**src/rtl/ins_fetch_seq_if.sv**
```systemverilog
// Bus between the fetch/sequencing stage and the multicycle decoder.
// The master (decoder side) drives the controls and the fetch stage returns PC, IR and step state.
interface ins_fetch_seq_if #(
  parameter int unsigned PC_W = 16
);
  logic [15:0]     MemIns;
  logic [PC_W-1:0] RegTarget;
  logic            Buff_MEMIns;
  logic            Buff_PC;
  logic            Branch;
  logic [1:0]      Jump;
  logic            Done;

  logic [PC_W-1:0] PC;
  logic [PC_W-1:0] PCplus1;
  logic [15:0]     IR;
  logic [7:0]      InsM;
  logic [1:0]      InsL;
  logic [2:0]      Cnt;
  logic            Halted;
  logic            StepErr;

  modport master (
    output MemIns, RegTarget, Buff_MEMIns, Buff_PC, Branch, Jump, Done,
    input  PC, PCplus1, IR, InsM, InsL, Cnt, Halted, StepErr
  );

  modport slave (
    input  MemIns, RegTarget, Buff_MEMIns, Buff_PC, Branch, Jump, Done,
    output PC, PCplus1, IR, InsM, InsL, Cnt, Halted, StepErr
  );
endinterface

```
**src/rtl/ins_fetch_seq.sv**
```systemverilog
// Fetch/sequencing stage: owns PC, IR and the step counter, advancing them
// under the decoder's Buff_PC/Buff_MEMIns/Branch/Jump/Done controls.
module ins_fetch_seq #(
  parameter int unsigned     PC_W     = 16,
  parameter logic [PC_W-1:0] RESET_PC = '0,
  parameter logic [2:0]      MAX_CNT  = 3'd7
) (
  input  logic            clk,
  input  logic            Rst,
  ins_fetch_seq_if.slave  bus
);

  localparam int unsigned BR_W  = 8;
  localparam int unsigned JMP_W = 11;

  localparam logic [1:0] JUMP_SEQ = 2'b00;
  localparam logic [1:0] JUMP_REG = 2'b01;
  localparam logic [1:0] JUMP_REL = 2'b10;

  logic [PC_W-1:0] pc_q;
  logic [15:0]     ir_q;
  logic [2:0]      cnt_q;
  logic            halted_q;
  logic            step_err_q;

  logic [PC_W-1:0] pc_plus1;
  logic [PC_W-1:0] br_off;
  logic [PC_W-1:0] jmp_off;
  logic [PC_W-1:0] next_pc;

  // Sign-extended IR offsets; arithmetic wraps modulo 2^PC_W.
  assign pc_plus1 = pc_q + PC_W'(1);
  assign br_off   = {{(PC_W - BR_W){ir_q[BR_W-1]}}, ir_q[BR_W-1:0]};
  assign jmp_off  = {{(PC_W - JMP_W){ir_q[JMP_W-1]}}, ir_q[JMP_W-1:0]};

  // Next-PC select; Branch only matters for the sequential source, and 2'b11 falls through to PC+1.
  always_comb begin
    next_pc = pc_plus1;
    case (bus.Jump)
      JUMP_SEQ: if (bus.Branch) next_pc = pc_plus1 + br_off;
      JUMP_REG: next_pc = bus.RegTarget;
      JUMP_REL: next_pc = pc_plus1 + jmp_off;
      default:  next_pc = pc_plus1;
    endcase
  end

  // Once halted, only reset can move any state.
  always_ff @(posedge clk) begin
    if (Rst) begin
      pc_q       <= RESET_PC;
      ir_q       <= '0;
      cnt_q      <= '0;
      halted_q   <= 1'b0;
      step_err_q <= 1'b0;
    end else if (!halted_q) begin
      if (bus.Buff_MEMIns) ir_q <= bus.MemIns;
      if (bus.Buff_PC) begin
        pc_q  <= next_pc;
        cnt_q <= '0;
      end else if (cnt_q == MAX_CNT) begin
        // Ran out of steps without a PC load: restart the count, flag it, leave PC alone.
        cnt_q      <= '0;
        step_err_q <= 1'b1;
      end else begin
        cnt_q <= cnt_q + 3'd1;
      end
      if (bus.Done) halted_q <= 1'b1;
    end
  end

  assign bus.PC      = pc_q;
  assign bus.PCplus1 = pc_plus1;
  assign bus.IR      = ir_q;
  assign bus.InsM    = ir_q[15:8];
  assign bus.InsL    = ir_q[1:0];
  assign bus.Cnt     = cnt_q;
  assign bus.Halted  = halted_q;
  assign bus.StepErr = step_err_q;

endmodule

```
**src/flat_wrapper.sv**
```systemverilog
// flat-port wrapper written by rule: the top's interface ports become plain ports
module ins_fetch_seq_flat 
#(
  parameter int unsigned     PC_W     = 16,
  parameter logic [PC_W-1:0] RESET_PC = '0,
  parameter logic [2:0]      MAX_CNT  = 3'd7
)
  (clk, Rst, bus_MemIns, bus_RegTarget, bus_Buff_MEMIns, bus_Buff_PC, bus_Branch, bus_Jump, bus_Done, bus_PC, bus_PCplus1, bus_IR, bus_InsM, bus_InsL, bus_Cnt, bus_Halted, bus_StepErr);
  ins_fetch_seq_if #(.PC_W(PC_W)) bus_i ();
  input  logic clk;
  input  logic Rst;
  input wire logic [$bits(bus_i.MemIns)-1:0] bus_MemIns;
  input wire logic [$bits(bus_i.RegTarget)-1:0] bus_RegTarget;
  input wire logic [$bits(bus_i.Buff_MEMIns)-1:0] bus_Buff_MEMIns;
  input wire logic [$bits(bus_i.Buff_PC)-1:0] bus_Buff_PC;
  input wire logic [$bits(bus_i.Branch)-1:0] bus_Branch;
  input wire logic [$bits(bus_i.Jump)-1:0] bus_Jump;
  input wire logic [$bits(bus_i.Done)-1:0] bus_Done;
  output wire logic [$bits(bus_i.PC)-1:0] bus_PC;
  output wire logic [$bits(bus_i.PCplus1)-1:0] bus_PCplus1;
  output wire logic [$bits(bus_i.IR)-1:0] bus_IR;
  output wire logic [$bits(bus_i.InsM)-1:0] bus_InsM;
  output wire logic [$bits(bus_i.InsL)-1:0] bus_InsL;
  output wire logic [$bits(bus_i.Cnt)-1:0] bus_Cnt;
  output wire logic [$bits(bus_i.Halted)-1:0] bus_Halted;
  output wire logic [$bits(bus_i.StepErr)-1:0] bus_StepErr;
  assign bus_i.MemIns = bus_MemIns;
  assign bus_i.RegTarget = bus_RegTarget;
  assign bus_i.Buff_MEMIns = bus_Buff_MEMIns;
  assign bus_i.Buff_PC = bus_Buff_PC;
  assign bus_i.Branch = bus_Branch;
  assign bus_i.Jump = bus_Jump;
  assign bus_i.Done = bus_Done;
  assign bus_PC = bus_i.PC;
  assign bus_PCplus1 = bus_i.PCplus1;
  assign bus_IR = bus_i.IR;
  assign bus_InsM = bus_i.InsM;
  assign bus_InsL = bus_i.InsL;
  assign bus_Cnt = bus_i.Cnt;
  assign bus_Halted = bus_i.Halted;
  assign bus_StepErr = bus_i.StepErr;
  ins_fetch_seq #(.PC_W(PC_W), .RESET_PC(RESET_PC), .MAX_CNT(MAX_CNT)) u_core (.clk(clk), .Rst(Rst), .bus(bus_i));
endmodule
```
**config.mk**
```make
export PLATFORM = sky130hd
export DESIGN_NAME = ins_fetch_seq_flat
export DESIGN_NICKNAME = d
export VERILOG_FILES = /design/src/rtl/ins_fetch_seq_if.sv /design/src/rtl/ins_fetch_seq.sv /design/src/flat_wrapper.sv
export SDC_FILE = /design/constraint.sdc
export NUM_CORES = 1
export LEC_CHECK = 0
export ABC_AREA = 1
export BUFFER_PORTS_ARGS = -buffer_cell sky130_fd_sc_hd__buf_4
export CAP_MARGIN = 20
export CORE_AREA = 2 2 73 102
export CTS_CLUSTER_DIAMETER = 30
export DETAILED_ROUTE_END_ITERATION = 6
export DIE_AREA = 0 0 75 104
export GPL_TIMING_DRIVEN = 0
export PLACE_DENSITY = 0.79
export SYNTH_ARGS = -nofsm -noshare
export SYNTH_HDL_FRONTEND = slang
export SYNTH_SLANG_ARGS = --single-unit
```
**constraint.sdc**
```tcl
create_clock -name clk -period 3.38 [get_ports clk]
set_input_delay 0.169 -clock clk [delete_from_list [all_inputs] [get_ports clk]]
set_output_delay 0.169 -clock clk [all_outputs]
set_load 0.05 [all_outputs]
```
# Word-level counts from Yosys, hierarchy flattened
# Index checks and enable logic that the tools add are counted.
[totals]
reg_bits = 37
in_bits = 40
output_inout_bits = 63
elab_cells = 24
[op_classes]
n_addsub = 4
n_eq_ne = 3
muxes = 6
n_bitwise = 2
n_reduce_logical = 4
[op_table]
columns = ["cell", "n"]
rows = [
  ["$pmux W16 S3", 1],
  ["$add A16 B16 Y16", 2],
  ["$add A16 B1 Y16 const B", 1],
  ["$mux W16", 1],
  ["$mux W3", 2],
  ["$reduce_and A2 Y1", 2],
  ["$add A3 B1 Y3 const B", 1],
  ["$eq A3 B3 Y1 const B", 1],
  ["$reduce_and A3 Y1", 1],
  ["$eq A2 B1 Y1 const B", 1],
  ["$eq A2 B2 Y1 const B", 1],
  ["$logic_not A2 Y1", 1],
  ["$mux W1", 2],
  ["$not A1 Y1", 2],
]

# Logic depth before layout (Yosys ltp)
# Gate-level depths: netlist (run 1).
[logic_depth]
ltp_word = 4
mapped_depth = 23
mapped_depth_nobuf = 23

# Worst setup path before layout (run 1)
# Ideal clock, no wire load.
[synth_path]
path_type = "reg-to-reg"
from = "reg u_core.pc_q[0], in the netlist u_core.bus.PC[0]"
to = "reg u_core.pc_q[8], in the netlist u_core.bus.PC[8]"
setup_ns = 0.118
arrival_time_ns = 3.476
required_ns = 3.262
setup_slack_ns = -0.214
path_stages_with_launch = 15
path_buffers = 0
period_less_slack_ns = 3.594
cell_sequence = "dfxtp_1 > inv_2 > nor2_4 > nand2_1 > xor2_1 > ha_1 > a21oi_1 > nand3_2 > nand2_1 > nand2_1 > or2_1 > nand3_1 > o211ai_1 > nor2_1 > nor2_1"
[synth_between]
elab_chain_cells = 4
elab_cells_between_ends = 5
cone_classes = "3 x add/sub; 2 x mux"
[synth_lines]
columns = ["element", "line", "rtl"]
rows = [
  ["start: declaration", "ins_fetch_seq.sv:20", "logic [PC_W-1:0] pc_q;"],
  ["start signal: assignment", "ins_fetch_seq.sv:58", "pc_q <= next_pc;"],
  ["$add A16 B1 Y16 *", "ins_fetch_seq.sv:32", "assign pc_plus1 = pc_q + PC_W'(1);"],
  ["via bus_PCplus1[0]", "flat_wrapper.sv:20", "output wire logic [$bits(bus_i.PCplus1)-1:0] bus_PCplus1;"],
  ["$add A16 B16 Y16", "ins_fetch_seq.sv:40", "JUMP_SEQ: if (bus.Branch) next_pc = pc_plus1 + br_off;"],
  ["$mux W16", "ins_fetch_seq.sv:40", ""],
  ["$pmux W16 S3 *", "ins_fetch_seq.sv:39", "case (bus.Jump)"],
]
# Mark *: on every way through the listed nets, which the timed path passes. The rest lies on a longest branch.
# A chain may end at the register's enable or synchronous reset.

# Final worst setup path (run 1)
[layout_path]
from = "reg u_core.pc_q[1], in the netlist u_core.bus.PC[1]"
to = "reg u_core.pc_q[9], in the netlist u_core.bus.PC[9]"
[layout_between]
elab_chain_cells = 4
elab_cells_between_ends = 5
cone_classes = "3 x add/sub; 2 x mux"
[layout_lines]
columns = ["element", "line"]
rows = [
  ["$add A16 B1 Y16 *", "ins_fetch_seq.sv:32"],
  ["$add A16 B16 Y16", "ins_fetch_seq.sv:40"],
  ["$mux W16", "ins_fetch_seq.sv:40"],
  ["$pmux W16 S3 *", "ins_fetch_seq.sv:39"],
]
# Every way passes the cells marked *; elsewhere a longest branch is shown, timed or not.

==> results of run 1 <==
-- layout make-up --
type	instances	share of cell area [%]
inverter	75	6.19
clock buffer	6	1.82
buffer	19	2.39
clock inverter	1	0.165
timing repair buffer	101	16.7
sequential	37	16.3
multi-input combinational	459	53.9
tap	95	2.61
-- worst min path at each step --
| stage | cells after the start | endpoint |
|---|---|---|
| after floorplan | 2 | u_core.bus.Halted$_SDFF_PP0_ |
| after global placement | 3 | u_core.bus.Halted$_SDFF_PP0_ |
| after detailed placement | 3 | u_core.bus.Halted$_SDFF_PP0_ |
| after CTS | 3 | u_core.bus.Halted$_SDFF_PP0_ |
| after global routing | 3 | u_core.bus.Halted$_SDFF_PP0_ |
| final | 3 | u_core.bus.Halted$_SDFF_PP0_ |
-- power groups by stage --
stage	Clock (mW)	Combinational (mW)	Sequential, mW
floorplan	0	0.397	0.627
global placement	0	0.713	0.522
detailed placement	0	0.722	0.523
CTS	0.330	0.726	0.514
global route	0.342	0.788	0.520
finish	0.322	0.727	0.513
-- kinds of logic (layout without fill, tap and decap cells) --
logic type,count (synthesis),after routing,share of synthesized area [%]
adders and majority gates,30,30,10.8
and+or+nand+nor,314,314,38.6
DFF,37,37,20.9
AOI/OAI and AO/OA,102,102,15.6
buffers and inverters,94,202,11.0
xor gates and xnor gates,13,13,3.21
-- metrics by stage --
stage | hold slack [ns] | util (%) | power [mW] | instance area, µm² | instances
after floorplan | 0.285 | - | 1.02 | 3580 | 590
after global placement | 0.370 | 64.7 | 1.24 | 4460 | 786
after detailed placement | 0.383 | 64.7 | 1.25 | 4460 | 786
after CTS | 0.0677 | 66.0 | 1.57 | 4550 | 793
after global routing | 0.117 | 66.0 | 1.65 | 4550 | 793
final | 0.0721 | 66.0 | 1.56 | 4550 | 793
-- worst max-delay path: stages, from the launching register on --
cell,delay (ns)
dfxtp_1,0.38
ha_1,0.20
nand2_1,0.09
inv_2,0.07
nand2_2,0.07
nor2_4,0.14
nand3_1,0.10
xor2_1,0.20
inv_1,0.16
ha_1,0.35
nand2_1,0.08
nand2_1,0.08
a21oi_1,0.19
nand2_1,0.10
o21ai_0,0.34
nand3_1,0.15
nor2_1,0.14
nor2_1,0.05
-- per-layer routing --
layer	global-route usage (%)	vias up	share of wire, %
met2	49.9	156	50
met1	34.1	1872	40
li1	-	2095	-
met5	0	-	0
met4	12.2	0	3.6
met3	5.72	27	6.5
-- placed cells by master, fill, tap and decap left out, types with 3 or more instances in the layout --
cell type / Yosys / layout
nand2_1: 156 / 156
nand2_2: 10 / 10
a21oi_1: 34 / 34
o21ai_1: 5 / 5
nor2_2: 3 / 3
ha_1: 29 / 29
inv_2: 5 / 5
xor2_1: 6 / 3
xnor2_1: 7 / 6
clkbuf_1: 8 / 8
nor2_4: 5 / 5
clkbuf_8: 0 / 6
nand3b_1: 3 / 3
dfxtp_1: 37 / 37
xor2_2: 0 / 3
nor2_1: 77 / 77
nor3_1: 3 / 3
inv_1: 70 / 70
buf_4: 10 / 111
nand3_1: 43 / 43
nand4_1: 5 / 5
o21ai_0: 49 / 49
-- sequential cells by signal (all words and copies together) (netlist names) --
register            cells
u_core.bus.IR          16
u_core.bus.Halted       1
u_core.bus.PC          16
u_core.bus.Cnt          3
u_core.bus.StepErr      1
==> flow_metrics.tcl, run 1 <==
set metrics [dict create \
    rsz0062_at_grt "no" \
    ys_seq_area_share_pct 20.9 \
    fillers 695 \
    ant_nets 0 \
    dieHeight_um 104 \
    hold_viol 0 \
    crit_fanout 6 \
    wl_per_cell_um 14.0 \
    synth_cell_types 39 \
    dieArea_um2 7800 \
    cts_setup_buffers 0 \
    status "completed" \
    tightest_slew_ns 0.579 \
    die-width_um 75 \
    clk_pin_slew_worst_paths_ns 0.08 \
    p_sw_mw 0.692 \
    fp-row-count 36 \
    ys_top_cells_by_area "dfxtp_1 (21%), nand2_1 (16%), ha_1 (10%)" \
    r2r_end "u_core.bus.PC[9]$_SDFFE_PP0P_" \
    postCtsHoldBufs 0 \
    yosysMostFrequentCell "nand2_1" \
    reg2reg_slack_ns 0.39 \
    seq_area_um2 741 \
    drv_cap 0 \
    synth_edf_count 0 \
    areaGrowthSynthToFinish_pct 28.1 \
    slew_viol_final 0 \
    worst_slack_ns 0.394 \
    cts_root_buf "clkbuf_8" \
    crit_end "u_core.bus.PC[9]$_SDFFE_PP0P_" \
    first_pass_iters 5 \
    grt_pass1_vias 3935 \
    vias 4150 \
    arrival_ns 3.18 \
    htreeDepth 2 \
    clockBufferDepth 2 \
    grt_start_max_net_pins 15 \
    cts_resized 0 \
    crit_required_ns 3.58 \
    async_flop_share_pct 0 \
    yosysTopAreaCell "dfxtp_1" \
    drc 0 \
    min_path_type "input port to flop" \
    antenna_found_initial 0 \
    syn_inst 590 \
    dp_slack_ns 0.407 \
    post-route-period-util_pct 88.3 \
    comb_power_share_pct 46.5 \
    power_leakage_nw 2.40 \
    cts-buffers-inserted 5 \
    vias_per_cell 5.23 \
    drt_iter0_markers 220 \
    layout.nets 768 \
    core_area_um2 6890 \
    critPathLaunch "u_core.bus.PC[1]$_SDFFE_PP0P_" \
    switching_share_pct 44.3 \
    grt_first_pass_wirelength_um 17800 \
    syn-num-nets 660 \
    endpoint_kind "flop" \
    setup_violations 0 \
    yosys.area.top_type_share_pct 20.9 \
    power_frac_clock_pct 20.6 \
    p_per_area_nw_per_um2 343 \
    grt_overflow 0 \
    cts_tree "done" \
    fin_crit_ns 2.99 \
    synthTopCellsByCount "nand2_1 (156), nor2_1 (77), inv_1 (70)" \
    critPathKind "flop to flop" \
    numPortBuffers 101 \
    insertion_delay_ns 0.30 \
    finalWeightedCongestion 0.940 \
    yosys_warnings 0 \
    r2r_start "u_core.bus.PC[1]$_SDFFE_PP0P_" \
    hp-start "bus_Done" \
    diodes 0 \
    p_int_mw 0.870 \
    peakVddDrop_uv 321 \
    hpwlAfterDp_um 9100 \
    drive_gt1_share_pct 21.8 \
    top_level_ports 103 \
    reg2regPathDepth 17 \
    max_freq_mhz 335 \
    drt_wl_total_um 11100 \
    syn_area_um2 3550 \
    fin_worst_skew_ns 0.0108 \
    synth-seq-cells 37 \
    setup.worst_path.start_class "flop" \
    setup_tns_ns 0 \
    syn_area_per_cell_um2 6.02 \
    synth_ff_type "dfxtp_1" \
    multi_input_area_um2 2450 \
    grtUsageTotal_pct 29.1 \
    initial_core_util_pct 51.5 \
    max_slew_margin_pct 61.3 \
    seq_power_share_pct 32.9 \
    cts.sinks 37 \
]
No activity file was read; power rests on OpenSTA's default activity.
==> inputs of run 2 (changes only) <==
--- a/config.mk
+++ b/config.mk
@@ -13,7 +13,7 @@
 export DETAILED_ROUTE_END_ITERATION = 6
 export DIE_AREA = 0 0 75 104
 export GPL_TIMING_DRIVEN = 0
-export PLACE_DENSITY = 0.79
+export PLACE_DENSITY_LB_ADDON = 0.3
 export SYNTH_ARGS = -nofsm -noshare
 export SYNTH_HDL_FRONTEND = slang
 export SYNTH_SLANG_ARGS = --single-unit
==> flow_metrics.tcl, run 2 (synthesized netlist as in run 1, its figures left out) <==
set metrics [dict create \
    vias_per_cell 5.36 \
    final_cells 794 \
    max_freq_mhz 337 \
    crit_fanout 6 \
    insertion_delay_ns 0.29 \
    fin_crit_ns 2.96 \
    hpwlAfterDp_um 9180 \
    slew_viol_final 0 \
    drv_cap 0 \
    wl_per_cell_um 14.3 \
    cts-buffers-inserted 5 \
    setup_tns_ns 0 \
    peakVddDrop_uv 242 \
    htreeDepth 2 \
    die-width_um 75 \
    grt_start_max_net_pins 15 \
    ant_nets 0 \
    power_leakage_nw 2.41 \
    post-route-period-util_pct 87.7 \
    max_slew_margin_pct 62.4 \
    cts_tree "done" \
    endpoint_kind "flop" \
    areaGrowthSynthToFinish_pct 28.5 \
    clk_pin_slew_worst_paths_ns 0.09 \
    setup_violations 0 \
    drt_iter0_markers 230 \
    first_pass_iters 5 \
    critPathKind "flop to flop" \
    p_per_area_nw_per_um2 354 \
    utilization_pct 66.2 \
    tightest_slew_ns 0.563 \
    postCtsHoldBufs 0 \
    drt_wl_total_um 11400 \
    cts_root_buf "clkbuf_8" \
    grt_pass1_vias 4035 \
    status "completed" \
    mostFrequentLayoutCell "nand2_1" \
    fp-row-count 36 \
    dieHeight_um 104 \
    drive_gt1_share_pct 21.9 \
    initial_core_util_pct 51.5 \
    cts.sinks 37 \
    cts_resized 0 \
    finalPower_mw 1.62 \
    core_area_um2 6890 \
    numPortBuffers 101 \
    grt_overflow 0 \
    diodes 0 \
    dp_cells 786 \
    vias 4258 \
    cts_setup_buffers 0 \
    grtUsageTotal_pct 29.8 \
    clockBufferDepth 2 \
    top_level_ports 103 \
    final_cell_mix "nand2_1 (156), buf_4 (111), nor2_1 (77)" \
    min_path_type "input port to flop" \
    hold_viol 0 \
    drc 0 \
    arrival_ns 3.15 \
    setup.worst_path.start_class "flop" \
    dieArea_um2 7800 \
    grt_first_pass_wirelength_um 18400 \
    crit_required_ns 3.57 \
    finalWeightedCongestion 0.943 \
    layout.nets 768 \
    rsz0062_at_grt "no" \
    fin_worst_skew_ns 0.00872 \
    antenna_found_initial 0 \
]
## run 2: metal layers
layer	GRT usage (%)	up-vias	share of wire [%]
met5	0	-	0
met4	11.5	0	4.3
met3	4.46	44	7.1
met2	51.7	184	50
met1	35.5	1923	38
li1	-	2107	-
## run 2: report_power, final
group | internal, mW | leakage, nW | switching (mW) | total [mW]
clock | 0.189 | 0.0549 | 0.182 | 0.371
combinational | 0.241 | 2.05 | 0.491 | 0.732
sequential | 0.469 | 0.305 | 0.0456 | 0.514
## run 2: final timing paths
kind	start	cells past startpoint	endpoint	slack, ns
setup / recovery	u_core.bus.PC[1]$_SDFFE_PP0P_	19	u_core.bus.PC[15]$_SDFFE_PP0P_	0.42
hold / removal	bus_Done	3	u_core.bus.Halted$_SDFF_PP0_	0.09
setup reg to reg	u_core.bus.PC[1]$_SDFFE_PP0P_	19	u_core.bus.PC[15]$_SDFFE_PP0P_	0.42
hold reg to reg	u_core.bus.StepErr$_SDFFE_PP0P_	2	u_core.bus.StepErr$_SDFFE_PP0P_	0.50
## run 2: critical path, stage by stage (launching register included)
cell     delay [ns]
dfxtp_1        0.40
ha_1           0.19
nand2_1        0.08
inv_2          0.07
nand2_2        0.07
nor2_4         0.15
nand3_1        0.10
xor2_1         0.20
inv_1          0.16
ha_1           0.33
nand2_1        0.09
nor2_1         0.24
and2_1         0.18
nand2_1        0.05
nand2_1        0.12
nand3_1        0.10
nand3_1        0.09
nand3_1        0.08
nor2_1         0.11
nor2_1         0.04
## run 2: cell type report
| type | count | area, µm² |
|---|---|---|
| Buffer | 19 | 109 |
| Clock buffer | 7 | 96.3 |
| Clock inverter | 1 | 8.76 |
| Fill cell | 664 | 2330 |
| Inverter | 75 | 282 |
| Multi-Input combinational cell | 459 | 2450 |
| Sequential cell | 37 | 741 |
| Tap cell | 95 | 119 |
| Timing Repair Buffer | 101 | 758 |
## run 2: per-stage QoR
step	worst slack, ns	hold slack [ns]	cell area [µm²]
after floorplan	0.0721	0.285	3580
after global placement	0.511	0.371	4460
after detailed placement	0.460	0.399	4460
after CTS	0.428	0.0953	4560
after global routing	0.0991	0.133	4560
final	0.416	0.0885	4560
